**src/rtl/ap_job_sequencer.sv**
```systemverilog
// ap_job_sequencer
// Runs one associative-processing job on the AP array. It loads operands into
// col_a and then col_b, issues the AP command, waits for ap_state_irq (with a
// timeout), and streams the result rows back out. This block drives every AP
// control input.
//
// Ports
//   clk, rst                      clock (rising edge), asynchronous active-high reset
//   job_valid_i / job_ready_o     job request handshake; ready only while idle
//   job_cmd_i, job_len_i          AP command and row count (0..ROWS, larger values saturate)
//   in_valid_i/in_ready_o/in_data_i     operand stream (A rows, then B rows)
//   out_valid_o/out_ready_i/out_data_o  result stream (one word per row)
//   done_o, err_tmo_o             1-cycle pulses: normal finish / timeout abort
//   ap_mode_o, ap_cmd_o, ap_sel_col_o, ap_write_en_o, ap_data_o, ap_addr_o  AP controls
//   ap_data_out_i                 AP read data, valid one cycle after the read address
//   ap_state_irq_i                AP operation complete
module ap_job_sequencer #(
  parameter int ADDR_W  = 10,
  parameter int DATA_W  = 8,
  parameter int CMD_W   = 3,
  parameter int RES_COL = 1,
  parameter int TMO     = 4096
) (
  input  logic              clk,
  input  logic              rst,
  input  logic              job_valid_i,
  output logic              job_ready_o,
  input  logic [CMD_W-1:0]  job_cmd_i,
  input  logic [ADDR_W:0]   job_len_i,
  input  logic              in_valid_i,
  output logic              in_ready_o,
  input  logic [DATA_W-1:0] in_data_i,
  output logic              out_valid_o,
  input  logic              out_ready_i,
  output logic [DATA_W-1:0] out_data_o,
  output logic              done_o,
  output logic              err_tmo_o,
  output logic              ap_mode_o,
  output logic [CMD_W-1:0]  ap_cmd_o,
  output logic              ap_sel_col_o,
  output logic              ap_write_en_o,
  output logic [DATA_W-1:0] ap_data_o,
  output logic [ADDR_W-1:0] ap_addr_o,
  input  logic [DATA_W-1:0] ap_data_out_i,
  input  logic              ap_state_irq_i
);

  localparam logic [ADDR_W:0] ROWS     = {1'b1, {ADDR_W{1'b0}}};
  localparam logic [ADDR_W:0] ONE      = {{ADDR_W{1'b0}}, 1'b1};
  localparam int              TW       = $clog2(TMO + 1);
  localparam logic [TW-1:0]   TMR_LAST = TW'(TMO - 1);
  localparam logic            SEL_RES  = (RES_COL != 0);

  typedef enum logic [3:0] {
    S_IDLE, S_LOAD_A, S_LOAD_B, S_RUN, S_WAIT,
    S_RD_ISSUE, S_RD_CAPT, S_RD_OUT, S_DONE
  } state_t;

  state_t            state_q, state_d;
  logic [ADDR_W:0]   row_q, row_d;      // one bit wider than the address so len=ROWS ends cleanly
  logic [ADDR_W:0]   len_q, len_d;
  logic [CMD_W-1:0]  cmd_q, cmd_d;
  logic [TW-1:0]     tmr_q, tmr_d;
  logic [DATA_W-1:0] out_data_q, out_data_d;
  logic [ADDR_W:0]   row_inc;

  assign row_inc    = row_q + ONE;
  assign out_data_o = out_data_q;

  always_ff @(posedge clk or posedge rst) begin
    if (rst) begin
      state_q    <= S_IDLE;
      row_q      <= '0;
      len_q      <= '0;
      cmd_q      <= '0;
      tmr_q      <= '0;
      out_data_q <= '0;
    end else begin
      state_q    <= state_d;
      row_q      <= row_d;
      len_q      <= len_d;
      cmd_q      <= cmd_d;
      tmr_q      <= tmr_d;
      out_data_q <= out_data_d;
    end
  end

  // All outputs except out_data decode from the state, so an asynchronous
  // reset drops every AP control in the same instant.
  always_comb begin
    state_d       = state_q;
    row_d         = row_q;
    len_d         = len_q;
    cmd_d         = cmd_q;
    tmr_d         = tmr_q;
    out_data_d    = out_data_q;
    job_ready_o   = 1'b0;
    in_ready_o    = 1'b0;
    out_valid_o   = 1'b0;
    done_o        = 1'b0;
    err_tmo_o     = 1'b0;
    ap_mode_o     = 1'b0;
    ap_cmd_o      = '0;
    ap_sel_col_o  = 1'b0;
    ap_write_en_o = 1'b0;
    ap_data_o     = '0;
    ap_addr_o     = '0;

    unique case (state_q)
      S_IDLE: begin
        job_ready_o = 1'b1;
        if (job_valid_i) begin
          len_d   = (job_len_i > ROWS) ? ROWS : job_len_i;
          cmd_d   = job_cmd_i;
          row_d   = '0;
          // An empty job skips the AP entirely.
          state_d = (job_len_i == '0) ? S_DONE : S_LOAD_A;
        end
      end

      S_LOAD_A, S_LOAD_B: begin
        in_ready_o   = 1'b1;
        ap_sel_col_o = (state_q == S_LOAD_B);
        ap_addr_o    = row_q[ADDR_W-1:0];
        if (in_valid_i) begin
          ap_write_en_o = 1'b1;
          ap_data_o     = in_data_i;
          if (row_inc == len_q) begin
            row_d   = '0;
            state_d = (state_q == S_LOAD_A) ? S_LOAD_B : S_RUN;
          end else begin
            row_d = row_inc;
          end
        end
      end

      S_RUN: begin
        ap_mode_o = 1'b1;
        ap_cmd_o  = cmd_q;
        tmr_d     = '0;
        state_d   = S_WAIT;
      end

      // irq is only looked at from here on; an irq seen during RUN is stale.
      S_WAIT: begin
        ap_mode_o = 1'b1;
        ap_cmd_o  = cmd_q;
        if (ap_state_irq_i) begin
          row_d   = '0;
          state_d = S_RD_ISSUE;
        end else if (tmr_q == TMR_LAST) begin
          err_tmo_o = 1'b1;
          state_d   = S_IDLE;
        end else begin
          tmr_d = tmr_q + TW'(1);
        end
      end

      S_RD_ISSUE: begin
        ap_addr_o    = row_q[ADDR_W-1:0];
        ap_sel_col_o = SEL_RES;
        state_d      = S_RD_CAPT;
      end

      S_RD_CAPT: begin
        out_data_d = ap_data_out_i;
        state_d    = S_RD_OUT;
      end

      S_RD_OUT: begin
        out_valid_o = 1'b1;
        if (out_ready_i) begin
          if (row_inc == len_q) begin
            state_d = S_DONE;
          end else begin
            row_d   = row_inc;
            state_d = S_RD_ISSUE;
          end
        end
      end

      S_DONE: begin
        done_o  = 1'b1;
        state_d = S_IDLE;
      end

      default: state_d = S_IDLE;
    endcase
  end

endmodule
```
**config.mk**
```make
export PLATFORM = sky130hd
export DESIGN_NAME = ap_job_sequencer
export DESIGN_NICKNAME = d
export VERILOG_FILES = /design/src/rtl/ap_job_sequencer.sv
export SDC_FILE = /design/constraint.sdc
export NUM_CORES = 1
export LEC_CHECK = 0
export CAP_MARGIN = 10
export CORE_AREA = 5 5 83 85
export CTS_BUF_LIST = sky130_fd_sc_hd__clkbuf_2 sky130_fd_sc_hd__clkbuf_4 sky130_fd_sc_hd__clkbuf_8
export CTS_CLUSTER_DIAMETER = 200
export DETAILED_ROUTE_END_ITERATION = 6
export DIE_AREA = 0 0 88 90
export PLACE_DENSITY = 0.9
export SYNTH_ARGS = -nofsm -noshare
export SYNTH_HDL_FRONTEND = slang
export SYNTH_SLANG_ARGS = --single-unit
```
**constraint.sdc**
```tcl
create_clock -name clk -period 7.8 [get_ports clk]
set_clock_uncertainty 0.1 [all_clocks]
set_input_delay 0.78 -clock clk [delete_from_list [all_inputs] [get_ports clk]]
set_output_delay 0.78 -clock clk [all_outputs]
set_load 0.05 [all_outputs]
```
==> out/results.txt, run 1 <==
The flow ran to the end, and the final reports show no timing, DRC or antenna violations. Once detail routing completed, the nets flagged for antenna violations numbered 0. After legalization and detailed placement, the total HPWL measured 5170 µm. In the routed design, unresolved DRC markers number 0. For this run, the number of standard cells in the final layout without fillers is 459.

The simple-gate share of the synthesized area was 0.265. The average instance area after synthesis was 9.30 µm²; the post-synthesis sequential element count was 50. The clock buffer count from CTS was 5; the data arrival time of the critical path was 2.72 ns. The share of final-layout standard cells stronger than drive strength 1 works out to 0.0838. Startpoint type of the worst setup path: a flop. The critical path class is flop to output port. Setup repair after global routing left no endpoint under its margin. The post-synthesis compound-gate area fraction was 0.147. Setup violations remaining at the end of the flow were counted as 0.

The worst setup path is captured at an output port. For the worst setup path, the data required time is 6.92 ns. In this run the clock root is driven by a clkbuf_8.

The number of gates given a new drive strength after cts came out at 0. The relative slew slack was 0.318; the full die area was 7920 µm². Hold repair after CTS inserted 0 buffers. The internal power of the cells totals 0.669 mW.

The number of global-route vias before repair is 2511, and the power per unit of standard cell area is 330 nW/µm². The post-CTS repair timing setup buffer count was 0; the switching share of power was 0.463. Counting flops with a built-in enable in the synthesized netlist gives 0. The placement-stage cell area was 3680 µm²; the iteration-0 DRC count of the detailed router was 209. The share of total power in sequential cells is 0.327. Once layout is done, the placed cells without fillers occupy 3780 µm². The largest family of logic cells by synthesized area is simple AND/OR/NAND/NOR gates. The tools report the count of antenna diodes in the layout as 0. The starting density of the core is 0.479, and the maximum frequency from static timing analysis is 278 MHz. For the pin with the worst max-slew slack, the measured transition is 1.02 ns.

The share of the yosys chip area belonging to registers was 0.426. The wire length of the first global-routing pass is 11900 µm. Synthesized-area fraction occupied by xor and xnor cells: 0.0655. The number of antenna violations at the first check in global routing is 0. From synthesis to final layout, the design area changed by 28.5%. In the routed layout, each cell is associated on average with a via count of 5.53.

The run gives 6880 µm as the wire length after detailed routing. The run gives 5 as the number of optimization iterations in the first detailed-route pass. The leading register cell type out of synthesis was dfrtp_1. The top cell types in the final layout, fill and taps aside, are clkdlybuf4s50_1, dfrtp_1, nor2_1. Counting every sink on the clock net gives 50. The number of placement rows came out at 29. Post-synthesis adder-cell area fraction: 0.00851.

For the final routed database, the setup TNS stands at 0 ns. Yosys mapped the design onto 52 distinct sky130hd cell types. The tool flagged a number of max-cap violations equal to 0. In this run the count of I/O pins placed on the die edge is 73. The final number of max-transition violations came out at 0. Classification of the worst-slack hold path: flop to flop. The hold violation count in the final report is 0. The maximum number of pins on one net before global-route repair is 51, and the reported net switching power is 0.578 mW.

From bottom edge to top edge, the die measures 90 µm. When the netlist entered floorplanning its net count stood at 354. The die span in x came out at 88 µm. For this run, the post-layout net count is 419.

IR analysis of the VDD net gives a maximum drop of 0.267 mV. The clock transition time at the flip-flop clock pins of the worst setup and hold paths was 0.09 ns. Final cycle utilization of the critical path: 0.462.

The fraction of registers with async set or reset after synthesis is 1.00. The clock tree synthesis step divided the H-tree into 2 levels. The synthesized netlist occupies a cell area of 2940 µm². For the share of total power in combinational logic, the log shows 0.547. The leakage dissipation was 1.62 nW. At the end of routability-driven placement, the weighted congestion stood at 0.848. The number of warning messages in the yosys log was 0. Of all nets on the critical path, the largest fanout is 15.

The later pin in the worst-skew pair is clocked with a latency of 0.30 ns. The remaining global-route overflow was 0. In the synthesized netlist, the number of instances is 316. Counting I/O delays and the setup requirement, the final critical path takes 3.60 ns.

The run gives 2537 as the via total after detailed routing. For the maximum clock path buffer count, the log shows 2. TritonCTS built the clock tree. The most common library cell in the layout ignoring fill and taps was clkdlybuf4s50_1. The aggregate global-route resource usage is 0.184. After detailed routing, the average wire length per cell comes to 15.0 µm. The clock power share is 0.126, and the number of buffer cells added on primary ports is 72.

The placeable core region is 6130 µm², and the mux contribution to synthesized area is 0.0536. Once placement completed, the tool counted placed cells totaling 451.
## worst paths after layout
check,start,to,slack [ns],cells past startpoint
max,state_q[0],ap_addr_o[9],4.20,5
min,cmd_q[0],cmd_q[0],0.41,1
max reg2reg,row_q[0],state_q[2],4.97,7
min reg2reg,cmd_q[0],cmd_q[0],0.41,1
max in group asynchronous,rst,out_data_o[2],6.02,2
min in group asynchronous,rst,tmr_q[9],0.95,2
## cell type report
class	count	area, µm²
Inverter	6	22.5
Tap cell	77	96.3
Fill cell	493	2350
Timing Repair Buffer	73	728
Clock buffer	7	90.1
Multi-Input combinational cell	245	1590
Sequential cell	50	1250
Clock inverter	1	5.00
## metrics by stage
stage	total power, mW	worst slack (ns)	util	hold slack (ns)
6_report	1.25	4.20	0.616	0.412
5_1_grt	1.33	3.90	0.616	0.424
4_1_cts	1.25	4.11	0.616	0.414
3_5_place_dp	1.09	4.45	0.601	0.392
3_3_place_gp	1.07	4.53	0.601	0.384
2_1_floorplan	0.897	4.41	-	0.364
## synthesized netlist by cell type, types with 4 or more instances
master	count	area share
xnor2_1	12	0.036
a22o_1	4	0.012
xor2_1	10	0.030
dfrtp_1	50	0.43
nand3_1	8	0.014
a21oi_1	8	0.014
inv_1	5	0.0064
clkbuf_1	10	0.013
nand2_1	25	0.032
mux2_2	14	0.054
nand4_1	5	0.011
or3_1	4	0.0085
a221o_1	8	0.027
nand2b_1	16	0.034
and3_1	17	0.036
nor4_1	6	0.013
nor2_1	29	0.037
nor2b_1	5	0.011
nor3_1	5	0.0085
and2_1	12	0.026
o21ai_0	23	0.039
## critical path, cell delays in order (launching register included)
cell and delay (ns):
dfrtp_1 0.54, nor2_1 0.20, nand2_1 0.09, a21oi_1 0.57
and2_1 0.22, clkdlybuf4s50_1 0.80
## sequential cells by signal, indices dropped and copies added, names as in the netlist
name,cells
len_q,11
tmr_q,13
row_q,11
out_data_o,8
state_q,4
cmd_q,3
## cell families after synthesis
family                     Yosys count
adders and majority gates            2
muxes                               14
AOI/OAI and AO/OA                   62
xor gates and xnor gates            22
DFF                                 50
and+or+nand+nor                    145
buffers and inverters               21
## power groups by stage
stage	combinational [mW]	clock, mW	sequential, mW
after CTS	0.686	0.161	0.407
final	0.682	0.157	0.408
after floorplan	0.442	0	0.455
after detailed placement	0.681	0	0.412
after global routing	0.735	0.170	0.421
after global placement	0.663	0	0.405
## layer usage
metal | global-route usage | routed length [µm] | vias to the layer above
li1 | - | - | 1265
met1 | 0.240 | 2890 | 1190
met2 | 0.298 | 3480 | 67
met3 | 0.0356 | 359 | 15
met4 | 0.0703 | 144 | 0
met5 | 0 | 0 | -
Note: power is estimated with default switching activity, not from simulation.
==> run 2: changes to the inputs <==
==> constraint.sdc (replaced) <==
create_clock -name clk -period 3.65 [get_ports clk]
set_clock_uncertainty 0.1 [all_clocks]
set_input_delay 0.365 -clock clk [delete_from_list [all_inputs] [get_ports clk]]
set_output_delay 0.365 -clock clk [all_outputs]
set_load 0.05 [all_outputs]
==> out/results.txt, run 2 (synthesized netlist as in run 1, its figures left out) <==
Most used cells in the layout excluding fill and tap cells: clkdlybuf4s50_1, dfrtp_1, nor2_1 (unchanged). Most common library cell in the layout ignoring fill and taps: clkdlybuf4s50_1 (unchanged). The number of optimization iterations in the first detailed-route pass was 4 (was 5); the final sum of negative setup slack was 0 ns (unchanged). The number of antenna violations at the first check in global routing is 0 (unchanged). The tools report the type of element capturing the critical path as an output port (unchanged). The data arrival time of the critical path came out at 2.73 ns (was 2.72 ns). The switching share of power works out to 0.441 (was 0.463). Post-layout net count: 419 (unchanged). The placeable core region came out at 6130 µm² (unchanged).

The logs give 0 (unchanged) for the remaining number of nets flagged by the antenna check after routing and 0.719 ns (was 4.45 ns) for the worst setup timing slack at the placement stage. The tools report the worst-case hold slack as 0.410 ns (was 0.412 ns). The run gives 50 (unchanged) as the sink count of the clock tree. Regs by FF count: tmr_q (13), len_q (11), row_q (11) (unchanged). The maximum VDD drop is 0.681 mV (was 0.267 mV), and the number of buffer and inverter instances along the worst setup path is 1 (unchanged). Setup repair after global routing left no endpoint under its margin. The clock power share came out at 0.169 (was 0.126). The run finished with clean final reports. The number of gates given a new drive strength after cts is 0 (unchanged), and the leakage dissipation is 1.63 nW (was 1.62 nW). The power per unit of standard cell area works out to 729 nW/µm² (was 330 nW/µm²). The post-route non-filler standard cell count is 459 (unchanged). The aggregate global-route resource usage is 0.179 (was 0.184). The top register by number of flip-flops is tmr_q (unchanged). The number of placement rows was 29 (unchanged); the half-perimeter wire length after placement was 5050 µm (was 5170 µm). The tools report the remaining global-route overflow as 0 (unchanged). The worst-skew pair later-pin latency is 0.31 ns (was 0.30 ns).

The startpoint type of the worst setup path is a flop (unchanged). The power consumption came out at 2.79 mW (was 1.25 mW). The run gives 0.624 (was 0.616) as the share of the core filled with cells in the final layout.

The run gives 3830 µm² (was 3780 µm²) as the design area. Critical path cell sequence: nor2_1, nand2_1, a21oi_1, and2_1, clkdlybuf4s50_1 (unchanged). The logs give 0.870 (was 0.848) for the weighted congestion reported at the end of routability-driven placement and 0.453 ns (was 4.20 ns) for the final critical-path setup slack. The via count normalized by instance count works out to 5.41 (was 5.53). The starting density of the core was 0.479 (unchanged). The total of hold buffers inserted after clock tree synthesis is 0 (unchanged).

The final cycle utilization of the critical path was 0.876. The slew of the pin with the lowest slew margin is 1.04 ns (was 1.02 ns). H-tree level count: 2 (unchanged). Classification of the worst-slack hold path: flop to flop (unchanged). The average detailed-routed wire length per instance came out at 14.7 µm (was 15.0 µm).

The run gives 5 (unchanged) as the clock buffer count from CTS. The run gives 512 (was 493) as the final-layout fill cell count. The count of antenna diodes in the layout was 0 (unchanged).

The layout overhead on the synthesized area came out at 30.1% (was 28.5%). The full die area came out at 7920 µm² (unchanged). The via total after detailed routing was 2485 (was 2537); the share of final-layout standard cells stronger than drive strength 1 was 0.0838 (unchanged). The post-placement cell count came out at 451 (unchanged).

The library cell used as clock root buffer is clkbuf_8 (unchanged). For the number of global-route vias before repair, the log shows 2408 (was 2511). The dominant delay contributor by cell family on the critical path is buffers and inverters (unchanged). The relative slew slack is 0.308 (was 0.318), and the flip-flop count of the largest register after layout is 13 (unchanged).

The placement-stage cell area is 3680 µm² (unchanged), and the maximum number of pins on one net before global-route repair is 51 (unchanged). The worst-path maximum fanout is 15 (unchanged), and the iteration-0 DRC count of the detailed router is 165 (was 209). The run gives 0.312 (was 0.327) as the share of total power in sequential cells. TritonCTS built the clock tree. The maximum frequency from static timing analysis was 313 MHz; the number of buffer cells added on primary ports was 72 (unchanged). The share of total power in combinational logic was 0.518 (was 0.547); the time the worst path needs with I/O delays and setup was 3.20 ns. Clock transition time at the flip-flop clock pins of the worst setup and hold paths: 0.09 ns (about the same). The run gives 73 (unchanged) as the boundary pin count. The reported net switching power was 1.23 mW (was 0.578 mW); the die span in x was 88 µm (unchanged). The critical path class was flop to output port (unchanged). The post-CTS repair timing setup buffer count is 0 (unchanged), and the height of the die is 90 µm (unchanged). The final number of max-transition violations was 0 (unchanged). Peak per-stage delay on the critical path: 0.80 ns (about the same).

The cell with the largest stage delay on the worst path was clkdlybuf4s50_1 (unchanged). Wire length of the first global-routing pass: 11500 µm (was 11900 µm). The run gives 2 (unchanged) as the maximum clock path buffer count. The logs give 0 (unchanged) for the hold violation count in the final report and 1.56 mW (was 0.669 mW) for the internal portion of total power. The final count of negative-setup-slack endpoints was 0 (unchanged); the wire length after detailed routing was 6730 µm (was 6880 µm).

The run gives 3.18 ns (was 6.92 ns) as the endpoint required time on the critical path. The remaining routing DRC violations is 0 (unchanged), and the reported max-cap violation count is 0 (unchanged).
-- run 2: cell types whose count changed in the layout (fill, tap and decap cells not counted) --
| cell | before | now |
|---|---|---|
| bufinv_16 | 0 | 2 |
| clkbuf_4 | 1 | 0 |
| clkinv_2 | 1 | 0 |
-- run 2: layout make-up --
class | count | area [µm²] | area share
clock inverter | 2 | 60.1 | 0.0157
timing repair buffer | 73 | 728 | 0.190
multi-input combinational | 245 | 1590 | 0.414
sequential | 50 | 1250 | 0.327
clock buffer | 6 | 82.6 | 0.0216
tap | 77 | 96.3 | 0.0252
inverter | 6 | 22.5 | 0.00589
-- run 2: per-layer routing --
metal	track usage	vias to the layer above	wire length (µm)
met5	0	-	0
met3	0.0439	10	353
met1	0.245	1160	2990
li1	-	1257	-
met4	0.0563	0	104
met2	0.278	58	3290
-- run 2: power groups by stage --
stage	Clock, mW	Sequential [mW]	Combinational [mW]
after floorplan	0	0.972	0.945
after global routing	0.503	0.896	1.55
final	0.473	0.872	1.45
after CTS	0.483	0.869	1.46
after detailed placement	0	0.880	1.45
after global placement	0	0.867	1.42
-- run 2: worst reg2reg max path: cells and delay by family, from the launching register on --
family	cells	cell delay, ns
DFF	1	0.61
and+or+nand+nor	4	1.60
AOI/OAI and AO/OA	2	0.50
-- run 2: path summary, 6_finish.rpt --
kind | start | endpoint | slack [ns] | cells after the start
worst min register to register | cmd_q[2] | cmd_q[2] | 0.41 | 1
worst min-delay path | cmd_q[2] | cmd_q[2] | 0.41 | 1
min in group asynchronous | rst | row_q[1] | 0.53 | 2
max in group asynchronous | rst | state_q[1] | 2.28 | 2
worst max register to register | state_q[2] | tmr_q[10] | 0.76 | 6
worst max-delay path | state_q[0] | ap_addr_o[6] | 0.45 | 5
==> RTL edit (flow settings as in run 1) <==
`out_data_q` no longer has a reset.
--- a/src/rtl/ap_job_sequencer.sv
+++ b/src/rtl/ap_job_sequencer.sv
@@ -74,15 +74,17 @@
       len_q      <= '0;
       cmd_q      <= '0;
       tmr_q      <= '0;
-      out_data_q <= '0;
     end else begin
       state_q    <= state_d;
       row_q      <= row_d;
       len_q      <= len_d;
       cmd_q      <= cmd_d;
       tmr_q      <= tmr_d;
-      out_data_q <= out_data_d;
     end
+  end
+
+  always_ff @(posedge clk) begin
+    out_data_q <= out_data_d;
   end
 
   // All outputs except out_data decode from the state, so an asynchronous
Check against the original RTL: differs if rst is asserted again (counterexample within 10 cycles, from zero or initial values and one cycle with rst high); with rst held inactive, the same outputs for 10 cycles.
==> RTL edit against run 1 <==
Area after synthesis grew 7.1%. Sequential cell count did not move. Largest power group unchanged. Cell area up 5.2%. Register-to-register slack got worse by 480 ps. Non-clock buffer count increased by 1. Critical endpoint is now ap_data_o[3]. Sequential power shrank 3%. Largest cell class unchanged. Worst setup slack worse by 530 ps. Routed wire length up 5.7%. Power decreased by 6.5%. Global-route usage up 0.31 points. Critical path type is now in -> out.
==> RTL edit: results (changes against run 1) <==
numPlacedInstances: 455  # was 451
proportion_of_synthesized_chip_area_in_sequential_cells_pct: 41.0  # was 42.6%
synth.area.mux_share_pct: 2.82  # was 5.36%
gpl.final_weighted_congestion: 0.885  # was 0.848
grtUsageMet2_pct: 29.2  # was 29.8%
syn_area_per_cell_um2: 9.63  # was 9.30 um2
timing.slew.headroom_pct: 20.0  # was 31.8%
placement_stage_cell_area_mm2: 0.00383  # was 0.00368 mm2
first_global_vias: 2562  # was 2511
antenna_cells_inserted: 0  # unchanged
synthArstFlopShare_pct: 84.0  # was 100%
synth-edff-count: 8  # was 0
preCtsSetupSlack_ps: 3660  # was 4450 ps
power.static_leakage_nw: 1.64  # was 1.62 nW
postRouteWirelength_um: 7270  # was 6880 um
grt_usage_pct: 18.7  # was 18.4%
final_net_count: 424  # was 419
status: "finished clean"  # unchanged
critical_path_arrival_ps: 3250  # was 2720 ps
irDropWorstVdd_mv: 0.288  # was 0.267 mV
synth_adder_area_share_pct: 0.794  # was 0.851%
grt_pass1_wl_um: 12000  # was 11900 um
synth.top_cells.by_count: "42 x dfrtp_1, 29 x nor2_1, 26 x nand2_1, 22 x and2_1, 15 x o21ai_0"  # was 50 x dfrtp_1, 29 x nor2_1, 25 x nand2_1, 23 x o21ai_0, 17 x and3_1
sw_pwr_mw: 0.489  # was 0.578 mW
parity_gate_share_of_the_synthesized_area_counting_xor_and_xnor_cells_pct: 6.31  # was 6.55%
wire_length_per_cell_after_detailed_routing_um: 15.7  # was 15.0 um
yosys-top-cells-area: "dfrtp_1 33%, edfxtp_1 7.6%, and2_1 4.4%"  # was dfrtp_1 43%, mux2_2 5.4%, o21ai_0 3.9%
multi_input_gate_area_in_the_final_layout_mm2: 0.00169  # was 0.00159 mm2
via_count: 2691  # was 2537
post_route_cells_drive_above_1_share_pct: 10.1  # was 8.38%
grtUsageMet1_pct: 25.8  # was 24.0%
postSynthNetCount: 365  # was 354
number_of_antenna_violations_at_the_first_check_in_global_routing: 0  # unchanged
worstPathMaxFanout: 11  # was 15
met3WireLength_um: 510  # was 359 um
gr-usage-met3_pct: 3.84  # was 3.56%
fillCellCount: 501  # was 493
route.met2.wl_um: 3440  # was 3480 um
-- RTL edit: changes by cell type after synthesis, moves of 5 or more --
cell,run 1,this run
and3_1,17,5
and2_1,12,22
nor3_1,5,14
dfrtp_1,50,42
edfxtp_1,0,8
o21ai_0,23,15
mux2_2,14,7
a221o_1,8,2
buf_4,0,6
clkbuf_1,10,5
nand2b_1,16,11
-- RTL edit: kinds of logic after synthesis --
logic type | count (synthesis)
adders and majority gates | 2
and+or+nand+nor | 157
buffers and inverters | 30
muxes | 8
xor gates and xnor gates | 21
AOI/OAI and AO/OA | 59
DFF | 50
-- RTL edit: cell type report --
class	instances	share of cell area (%)
Multi-Input combinational cell	247	42.4
Sequential cell	50	32.5
Timing Repair Buffer	74	18.4
Tap cell	77	2.42
Clock buffer	5	1.73
Clock inverter	3	1.73
Inverter	8	0.755
-- RTL edit: power by group through the flow --
stage | logic [mW] | clock network, mW | registers (mW)
2_1_floorplan | 0.447 | 0 | 0.371
3_3_place_gp | 0.539 | 0 | 0.395
3_5_place_dp | 0.551 | 0 | 0.399
4_1_cts | 0.554 | 0.222 | 0.393
5_1_grt | 0.594 | 0.230 | 0.405
6_report | 0.553 | 0.218 | 0.395
-- RTL edit: worst paths after layout --
kind | cells after the start | end | slack, ps | startpoint
setup reg to reg | 8 | state_q[0] | 4490 | row_q[0]
setup / recovery | 7 | ap_data_o[3] | 3670 | ap_state_irq_i
hold / removal | 1 | cmd_q[1] | 400 | cmd_q[1]
hold reg to reg | 1 | cmd_q[1] | 400 | cmd_q[1]
min in group asynchronous | 3 | tmr_q[1] | 800 | rst
max in group asynchronous | 3 | len_q[9] | 6430 | rst
